===== src/rtl/pito_pkg.sv =====
// Shared defaults, request/response records and helpers for the pito memory crossbar.
package pito_pkg;

    localparam int unsigned PITO_XBAR_NUM_MASTERS     = 2;
    localparam int unsigned PITO_XBAR_NUM_BANKS       = 2;
    localparam int unsigned PITO_XBAR_ADDR_WIDTH      = 32;
    localparam int unsigned PITO_XBAR_DATA_WIDTH      = 32;
    localparam int unsigned PITO_XBAR_BANK_WORDS      = 2048;
    localparam int unsigned PITO_XBAR_LATENCY         = 1;
    localparam int unsigned PITO_XBAR_MMIO_BIT        = 31;
    localparam int unsigned PITO_XBAR_MMIO_OUTSTANDING = 2;

    // One master-side request at the default widths.
    typedef struct packed {
        logic                                  we;
        logic [PITO_XBAR_ADDR_WIDTH-1:0]       addr;
        logic [PITO_XBAR_DATA_WIDTH-1:0]       wdata;
        logic [PITO_XBAR_DATA_WIDTH/8-1:0]     be;
    } xbar_req_t;

    // One master-side response at the default widths.
    typedef struct packed {
        logic [PITO_XBAR_DATA_WIDTH-1:0]       rdata;
    } xbar_rsp_t;

    // Width of an index into n items; never below one bit.
    function automatic int unsigned pito_idx_width(input int unsigned n);
        return (n > 1) ? $clog2(n) : 1;
    endfunction

endpackage


===== src/rtl/pito_rr_arbiter.sv =====
// Round-robin arbiter: scans from the pointer upward, one-hot pick, pointer advances past an accepted winner.
module pito_rr_arbiter
    import pito_pkg::*;
#(
    parameter int unsigned NumReq = 2
) (
    input  logic              clk,
    input  logic              rst_n,
    input  logic [NumReq-1:0] req,
    input  logic              ack,
    output logic [NumReq-1:0] gnt
);

    localparam int unsigned PtrW = pito_idx_width(NumReq);

    logic [PtrW-1:0] ptr;
    logic [PtrW-1:0] win;
    logic            found;
    int unsigned     idx;

    // Pick the first requester at or above the pointer, wrapping around.
    always_comb begin
        gnt   = '0;
        win   = '0;
        found = 1'b0;
        idx   = 0;
        for (int unsigned k = 0; k < NumReq; k++) begin
            idx = (32'(ptr) + k) % NumReq;
            if (!found && req[idx]) begin
                found    = 1'b1;
                win      = PtrW'(idx);
                gnt[idx] = 1'b1;
            end
        end
    end

    // Move the pointer one past the winner only when the target took the request.
    always_ff @(posedge clk or negedge rst_n) begin
        if (!rst_n) begin
            ptr <= '0;
        end else if (ack && found) begin
            ptr <= (win == PtrW'(NumReq - 1)) ? '0 : win + PtrW'(1);
        end
    end

endmodule


===== src/rtl/pito_mem_xbar.sv =====
// Memory crossbar: NumMasters requesters onto word-interleaved SRAM banks plus one MMIO window.
module pito_mem_xbar
    import pito_pkg::*;
#(
    parameter int unsigned NumMasters      = PITO_XBAR_NUM_MASTERS,
    parameter int unsigned NumBanks        = PITO_XBAR_NUM_BANKS,
    parameter int unsigned AddrWidth       = PITO_XBAR_ADDR_WIDTH,
    parameter int unsigned DataWidth       = PITO_XBAR_DATA_WIDTH,
    parameter int unsigned BankWords       = PITO_XBAR_BANK_WORDS,
    parameter int unsigned Latency         = PITO_XBAR_LATENCY,
    parameter int unsigned MmioBit         = PITO_XBAR_MMIO_BIT,
    parameter int unsigned MmioOutstanding = PITO_XBAR_MMIO_OUTSTANDING
) (
    input  logic                                        clk,
    input  logic                                        rst_n,
    input  logic [NumMasters-1:0]                       m_req,
    output logic [NumMasters-1:0]                       m_gnt,
    input  logic [NumMasters-1:0]                       m_we,
    input  logic [NumMasters-1:0][AddrWidth-1:0]        m_addr,
    input  logic [NumMasters-1:0][DataWidth-1:0]        m_wdata,
    input  logic [NumMasters-1:0][DataWidth/8-1:0]      m_be,
    output logic [NumMasters-1:0]                       m_rvalid,
    output logic [NumMasters-1:0][DataWidth-1:0]        m_rdata,
    output logic [NumBanks-1:0]                         bank_req,
    output logic [NumBanks-1:0]                         bank_we,
    output logic [NumBanks-1:0][$clog2(BankWords)-1:0]  bank_addr,
    output logic [NumBanks-1:0][DataWidth-1:0]          bank_wdata,
    output logic [NumBanks-1:0][DataWidth/8-1:0]        bank_be,
    input  logic [NumBanks-1:0][DataWidth-1:0]          bank_rdata,
    output logic                                        mmio_req,
    input  logic                                        mmio_gnt,
    output logic                                        mmio_we,
    output logic [AddrWidth-1:0]                        mmio_addr,
    output logic [DataWidth-1:0]                        mmio_wdata,
    output logic [DataWidth/8-1:0]                      mmio_be,
    input  logic                                        mmio_rvalid,
    input  logic [DataWidth-1:0]                        mmio_rdata,
    output logic                                        err
);

    localparam int unsigned BeW      = DataWidth / 8;
    localparam int unsigned RowW     = $clog2(BankWords);
    localparam int unsigned BankBits = $clog2(NumBanks);
    localparam int unsigned BankSelW = pito_idx_width(NumBanks);
    localparam int unsigned OffBits  = $clog2(BeW);
    localparam int unsigned IdW      = pito_idx_width(NumMasters);
    localparam int unsigned BCntW    = $clog2(Latency + 1);
    localparam int unsigned MCntW    = $clog2(MmioOutstanding + 1);
    localparam int unsigned FPtrW    = pito_idx_width(MmioOutstanding);

    logic [NumMasters-1:0]                  is_mmio;
    logic [NumMasters-1:0][AddrWidth-1:0]   word_addr;
    logic [NumMasters-1:0][BankSelW-1:0]    bank_of;
    logic [NumMasters-1:0][RowW-1:0]        row_of;

    logic [NumBanks-1:0][NumMasters-1:0]    bank_elig;
    logic [NumBanks-1:0][NumMasters-1:0]    bank_pick;
    logic [NumBanks-1:0][IdW-1:0]           bank_id;
    logic [NumMasters-1:0]                  mmio_elig;
    logic [NumMasters-1:0]                  mmio_pick;
    logic [IdW-1:0]                         mmio_id;

    logic [NumMasters-1:0][BCntW-1:0]       bank_cnt;
    logic [NumMasters-1:0][MCntW-1:0]       mmio_cnt;
    logic [NumMasters-1:0]                  bank_issue;
    logic [NumMasters-1:0]                  mmio_issue;
    logic [NumMasters-1:0]                  bank_rsp;
    logic [NumMasters-1:0]                  mmio_rsp;

    logic [NumBanks-1:0][Latency-1:0]           pipe_v;
    logic [NumBanks-1:0][Latency-1:0][IdW-1:0]  pipe_id;

    logic [MmioOutstanding-1:0][IdW-1:0]    fifo_mem;
    logic [FPtrW-1:0]                       wr_ptr;
    logic [FPtrW-1:0]                       rd_ptr;
    logic [MCntW-1:0]                       fifo_cnt;
    logic                                   fifo_pop;
    logic                                   mmio_room;
    logic                                   mmio_accept;

    // Decode each master address into MMIO flag, bank index and bank row.
    always_comb begin
        is_mmio   = '0;
        word_addr = '0;
        bank_of   = '0;
        row_of    = '0;
        for (int unsigned m = 0; m < NumMasters; m++) begin
            is_mmio[m]   = m_addr[m][MmioBit];
            word_addr[m] = m_addr[m] >> OffBits;
            bank_of[m]   = BankSelW'(word_addr[m] & AddrWidth'(NumBanks - 1));
            row_of[m]    = RowW'(word_addr[m] >> BankBits);
        end
    end

    // A master may only target the path it already has responses pending on, keeping its responses in order.
    always_comb begin
        bank_elig = '0;
        mmio_elig = '0;
        for (int unsigned m = 0; m < NumMasters; m++) begin
            if (m_req[m]) begin
                if (is_mmio[m]) begin
                    if (bank_cnt[m] == '0) mmio_elig[m] = 1'b1;
                end else if (mmio_cnt[m] == '0) begin
                    for (int unsigned b = 0; b < NumBanks; b++) begin
                        if (bank_of[m] == BankSelW'(b)) bank_elig[b][m] = 1'b1;
                    end
                end
            end
        end
    end

    for (genvar b = 0; b < NumBanks; b++) begin : g_bank_arb
        pito_rr_arbiter #(.NumReq(NumMasters)) u_arb (
            .clk   (clk),
            .rst_n (rst_n),
            .req   (bank_elig[b]),
            .ack   (1'b1),
            .gnt   (bank_pick[b])
        );
    end

    pito_rr_arbiter #(.NumReq(NumMasters)) u_mmio_arb (
        .clk   (clk),
        .rst_n (rst_n),
        .req   (mmio_elig),
        .ack   (mmio_accept),
        .gnt   (mmio_pick)
    );

    // A response popping this cycle frees a slot, so a full FIFO can still accept.
    assign fifo_pop    = mmio_rvalid && (fifo_cnt != '0);
    assign mmio_room   = (fifo_cnt != MCntW'(MmioOutstanding)) || fifo_pop;
    // Request is withheld while no ID slot is free so that every req&&gnt transfer is tracked.
    assign mmio_req    = (|mmio_elig) && mmio_room;
    assign mmio_accept = mmio_req && mmio_gnt;

    // Route arbitration winners onto the bank and MMIO ports and raise the matching master grants.
    always_comb begin
        m_gnt      = '0;
        bank_req   = '0;
        bank_we    = '0;
        bank_addr  = '0;
        bank_wdata = '0;
        bank_be    = '0;
        bank_id    = '0;
        bank_issue = '0;
        mmio_issue = '0;
        mmio_we    = 1'b0;
        mmio_addr  = '0;
        mmio_wdata = '0;
        mmio_be    = '0;
        mmio_id    = '0;
        for (int unsigned b = 0; b < NumBanks; b++) begin
            for (int unsigned m = 0; m < NumMasters; m++) begin
                if (bank_pick[b][m]) begin
                    bank_req[b]   = 1'b1;
                    bank_we[b]    = m_we[m];
                    bank_addr[b]  = row_of[m];
                    bank_wdata[b] = m_wdata[m];
                    bank_be[b]    = m_be[m];
                    bank_id[b]    = IdW'(m);
                    m_gnt[m]      = 1'b1;
                    bank_issue[m] = 1'b1;
                end
            end
        end
        for (int unsigned m = 0; m < NumMasters; m++) begin
            if (mmio_pick[m]) begin
                mmio_we    = m_we[m];
                mmio_addr  = m_addr[m];
                mmio_wdata = m_wdata[m];
                mmio_be    = m_be[m];
                mmio_id    = IdW'(m);
                if (mmio_accept) begin
                    m_gnt[m]      = 1'b1;
                    mmio_issue[m] = 1'b1;
                end
            end
        end
    end

    // Carry the granted master ID alongside each bank access for Latency cycles.
    always_ff @(posedge clk or negedge rst_n) begin
        if (!rst_n) begin
            pipe_v  <= '0;
            pipe_id <= '0;
        end else begin
            for (int unsigned b = 0; b < NumBanks; b++) begin
                pipe_v[b][0]  <= bank_req[b];
                pipe_id[b][0] <= bank_id[b];
                for (int unsigned s = 1; s < Latency; s++) begin
                    pipe_v[b][s]  <= pipe_v[b][s-1];
                    pipe_id[b][s] <= pipe_id[b][s-1];
                end
            end
        end
    end

    // In-order MMIO ID FIFO plus the sticky error for responses nobody asked for.
    always_ff @(posedge clk or negedge rst_n) begin
        if (!rst_n) begin
            fifo_mem <= '0;
            wr_ptr   <= '0;
            rd_ptr   <= '0;
            fifo_cnt <= '0;
            err      <= 1'b0;
        end else begin
            if (mmio_accept) begin
                fifo_mem[wr_ptr] <= mmio_id;
                wr_ptr <= (wr_ptr == FPtrW'(MmioOutstanding - 1)) ? '0 : wr_ptr + FPtrW'(1);
            end
            if (fifo_pop) begin
                rd_ptr <= (rd_ptr == FPtrW'(MmioOutstanding - 1)) ? '0 : rd_ptr + FPtrW'(1);
            end
            fifo_cnt <= fifo_cnt + MCntW'(mmio_accept) - MCntW'(fifo_pop);
            if (mmio_rvalid && (fifo_cnt == '0)) err <= 1'b1;
        end
    end

    // Steer bank pipeline outputs and the MMIO response back to the owning master.
    always_comb begin
        m_rvalid = '0;
        m_rdata  = '0;
        bank_rsp = '0;
        mmio_rsp = '0;
        for (int unsigned b = 0; b < NumBanks; b++) begin
            if (pipe_v[b][Latency-1]) begin
                for (int unsigned m = 0; m < NumMasters; m++) begin
                    if (pipe_id[b][Latency-1] == IdW'(m)) begin
                        m_rvalid[m] = 1'b1;
                        m_rdata[m]  = bank_rdata[b];
                        bank_rsp[m] = 1'b1;
                    end
                end
            end
        end
        if (fifo_pop) begin
            for (int unsigned m = 0; m < NumMasters; m++) begin
                if (fifo_mem[rd_ptr] == IdW'(m)) begin
                    m_rvalid[m] = 1'b1;
                    m_rdata[m]  = mmio_rdata;
                    mmio_rsp[m] = 1'b1;
                end
            end
        end
    end

    // Track per-master responses in flight on each path.
    always_ff @(posedge clk or negedge rst_n) begin
        if (!rst_n) begin
            bank_cnt <= '0;
            mmio_cnt <= '0;
        end else begin
            for (int unsigned m = 0; m < NumMasters; m++) begin
                bank_cnt[m] <= bank_cnt[m] + BCntW'(bank_issue[m]) - BCntW'(bank_rsp[m]);
                mmio_cnt[m] <= mmio_cnt[m] + MCntW'(mmio_issue[m]) - MCntW'(mmio_rsp[m]);
            end
        end
    end

endmodule


===== config.mk =====
export PLATFORM = sky130hd
export DESIGN_NAME = pito_mem_xbar
export DESIGN_NICKNAME = d
export VERILOG_FILES = /design/src/rtl/pito_pkg.sv /design/src/rtl/pito_rr_arbiter.sv /design/src/rtl/pito_mem_xbar.sv
export SDC_FILE = /design/constraint.sdc
export NUM_CORES = 1
export LEC_CHECK = 0
export BUFFER_PORTS_ARGS = -buffer_cell sky130_fd_sc_hd__buf_4
export CAP_MARGIN = 40
export CORE_AREA = 2 2 187 189
export DETAILED_ROUTE_END_ITERATION = 7
export DIE_AREA = 0 0 189 191
export PLACE_DENSITY_LB_ADDON = 0.08
export RECOVER_POWER = 50
export SYNTH_ARGS = -nofsm -noshare
export SYNTH_HDL_FRONTEND = slang
export SYNTH_HIERARCHICAL = 1
export SYNTH_SLANG_ARGS = --single-unit

===== constraint.sdc =====
create_clock -name clk -period 7.13 [get_ports clk]
set_input_delay 0.3565 -clock clk [delete_from_list [all_inputs] [get_ports clk]]
set_output_delay 0.3565 -clock clk [all_outputs]
set_load 0.02 [all_outputs]

==> impl_metrics.py <==
metrics = {
    "grt": {
        "grt_pass1_wl_um": 48290,
        "grt_overflow_total": 0,
        "grt_use_met1_pct": 21.01,
        "grtUsageMet3_pct": 4.810,
        "grt_max_degree": 69,
        "grt_pass1_vias": 7200,
        "met2_usage_pct": 31.07,
        "grt_usage_pct": 17.45,
        "grt-busiest-layer": "met2",
        "antenna_found_initial": 4,
    },
    "synth": {
        "synth_top_family_by_area": "compound AO/OA/AOI/OAI gates",
        "synthXorXnorAreaFrac_pct": 2.126,
        "synth_fa_ha_area_share_pct": 1.518,
        "synth_ff_type": "dfrtp_1",
        "ys_warn_count": 6,
        "synthSimpleGateAreaFrac_pct": 27.48,
        "synth_edf_count": 0,
        "ys_seq_elements": 20,
        "ys_seq_area_share_pct": 10.12,
        "synthMuxAreaShare_pct": 13.61,
        "ys_types": 40,
        "syn_area_per_cell_um2": 6.506,
        "syn-cell-area_um2": 4945,
        "synthArstFlopShare_pct": 100.0,
        "synth_compound_area_share_pct": 34.11,
        "synthCells": 760,
    },
    "sta": {
        "holdWs_ns": 0.3206,
        "rsz0062_at_grt": "no",
        "finalMaxSlewViolations": 348,
        "period_minus_slack_ns": 4.906,
        "hold_viol": 0,
        "period_share_pct": 68.81,
        "setup_viol": 0,
        "relSlewSlack_pct": -102.3,
        "tns_ns": 0,
        "fin_worst_skew_ns": 0.002299,
        "worst_slew_pin_slew_ns": 3.034,
        "max_clock_freq_ghz": 0.2038,
    },
    "cells_and_area": {
        "nNetsFinal": 1427,
        "final_area_um2": 8653,
        "area_growth_pct": 75.00,
        "drive_above_1_share_pct": 34.66,
        "layoutNonFillerInstCount": 1637,
        "final_util_pct": 25.36,
        "fill_cells": 3978,
    },
    "critical_path": {
        "cp.required_ns": 6.77,
        "path_cells": "clkbuf_1 > nand2b_1 > clkbuf_1 > a31oi_1 > mux2i_1 > clkbuf_1",
        "worst_path_max_delay_cell": "clkbuf_1",
        "critPathArrivalTime_ns": 4.55,
        "crit_path_end_kind": "primary output",
        "cp-start-kind": "flip-flop",
        "r2r_start": "bank_cnt[1]",
        "cpMostUsedCell": "clkbuf_1",
        "critical_path_class": "reg -> out",
        "crit_path_start": "pipe_id[1]",
        "critPathMaxStageDelay_ns": 1.59,
        "crit_fanout": 68,
    },
    "detailed_routing": {
        "drt_iter0_markers": 258,
        "first_pass_iters": 5,
        "wl_um": 34060,
        "viasPerCell": 4.404,
        "ant_nets": 0,
        "wl_per_cell_um": 20.80,
        "drc_errors": 0,
        "num_vias": 7209,
    },
    "pwr": {
        "power_density_nw_per_um2": 187.3,
        "leakage_nw": 4.441,
        "vdd_drop_max_v": 0.00008337,
    },
    "floorplanning": {
        "num_rows": 68,
        "initial_core_util_pct": 14.49,
        "io_pins": 477,
        "core_area_um2": 34120,
        "die_h_um": 191,
        "die_x_um": 189,
        "dieArea_um2": 36100,
    },
    "run_status": {
        "violations": "max-capacitance violations, max-slew violations",
        "status": "finished with violations",
    },
    "clock_tree": {
        "cts_tree": "yes",
        "clk_pin_slew_ns": 0.06,
        "postCtsSetupBuffers": 0,
        "insertion_delay_ns": 0.26,
        "cts_sinks": 20,
        "cts_inserted_buffers": 3,
        "htreeDepth": 1,
        "clk_path_buf_depth": 2,
        "root_buffer": "clkbuf_16",
    },
    "placement": {
        "dp.cells": 1630,
        "numPortBuffers": 476,
        "gp_congestion": 0.7935,
        "post_dp_cell_area_um2": 8971,
        "hpwl_um": 26230,
    },
    "flow_run": {
        "maxCapViolCount": 7,
    },
    "min_path": {
        "hold_class": "in -> reg",
        "min_from": "mmio_rvalid",
    },
}
[Yosys cell counts, drive strengths merged, types with 10 or more instances]
| master | n | share of area (%) |
|---|---|---|
| a31oi | 67 | 8.5 |
| mux2i | 65 | 13 |
| o21ai | 91 | 9.2 |
| buf | 41 | 4.4 |
| inv | 45 | 3.4 |
| xnor2 | 10 | 1.8 |
| dfrtp | 20 | 10 |
| nand2 | 191 | 15 |
| clkbuf | 41 | 3.1 |
| a22o | 74 | 13 |
| and3b | 32 | 5.7 |
| and3 | 32 | 4.0 |
[worst max-delay path: cells and delay by family (launching register included)]
kind                   cells  cell delay [ns]
AND/OR/NAND/NOR            1             0.24
flip-flops                 1             0.32
buffers and inverters      3             3.19
AO/OA/AOI/OAI              1             0.29
multiplexers               1             0.23
[path summary, 6_finish.rpt]
path | end | slack [ns] | cells past startpoint
min | err | 0.32 | 2
max reg2reg | mmio_cnt[3] | 2.59 | 11
max | m_rdata[21] | 2.22 | 6
max in group asynchronous | pipe_v[1] | 5.50 | 2
min reg2reg | err | 0.47 | 1
min in group asynchronous | mmio_cnt[0] | 0.85 | 2
[final cells by class]
type	instances	area, µm²	share of cell area [%]
antenna	2	5.005	0.05784
clock buffer	3	75.07	0.8676
clock inverter	1	30.03	0.3470
inverter	45	168.9	1.952
multi-input combinational	616	3943	45.56
sequential	20	501.7	5.798
tap	455	569.3	6.579
timing repair buffer	495	3361	38.84
[kinds of logic after synthesis]
| group | Yosys count |
|---|---|
| AO/OA/AOI/OAI | 251 |
| XOR/XNOR | 12 |
| adder cells (fa/ha/maj) | 6 |
| buffers and inverters | 127 |
| flip-flops | 20 |
| multiplexers | 67 |
| other | 1 |
| AND/OR/NAND/NOR | 276 |
[cell usage in the layout (no fill, tap or decap), types with 19 or more instances in the layout]
master,netlist,layout
buf_4,4,388
nand2_1,190,190
clkbuf_1,40,104
o21ai_0,91,91
a22o_1,74,74
a31oi_1,67,67
mux2i_1,65,65
inv_1,44,44
and3_1,32,32
and3b_1,32,32
dfrtp_1,20,19
[where the power goes]
part / total [mW] / internal (mW) / switching [mW]
combinational: 1.26 / 0.483 / 0.772
clock: 0.160 / 0.112 / 0.0482
sequential: 0.206 / 0.160 / 0.0457
[timing repair]
action	in CTS	in global routing
hold buffers	1	0
endpoints found under the hold margin	20	0
gates resized for setup	0	0
[layer usage]
metal / routed length (µm) / part of all wire, % / vias up
li1: - / - / 3548
met1: 13990 / 41 / 3330
met2: 16640 / 49 / 302
met3: 2796 / 8.2 / 25
met4: 607 / 1.8 / 4
met5: 27 / 0.079 / -
[metrics by stage]
| stage | setup WS [ns] | total power [mW] |
|---|---|---|
| 2_1_floorplan | 4.670 | 0.9505 |
| 3_3_place_gp | 3.694 | 1.575 |
| 3_5_place_dp | 3.674 | 1.582 |
| 4_1_cts | 3.375 | 1.748 |
| 5_1_grt | 1.652 | 1.736 |
| 6_report | 2.224 | 1.621 |
(Power assumes the default switching activity.)
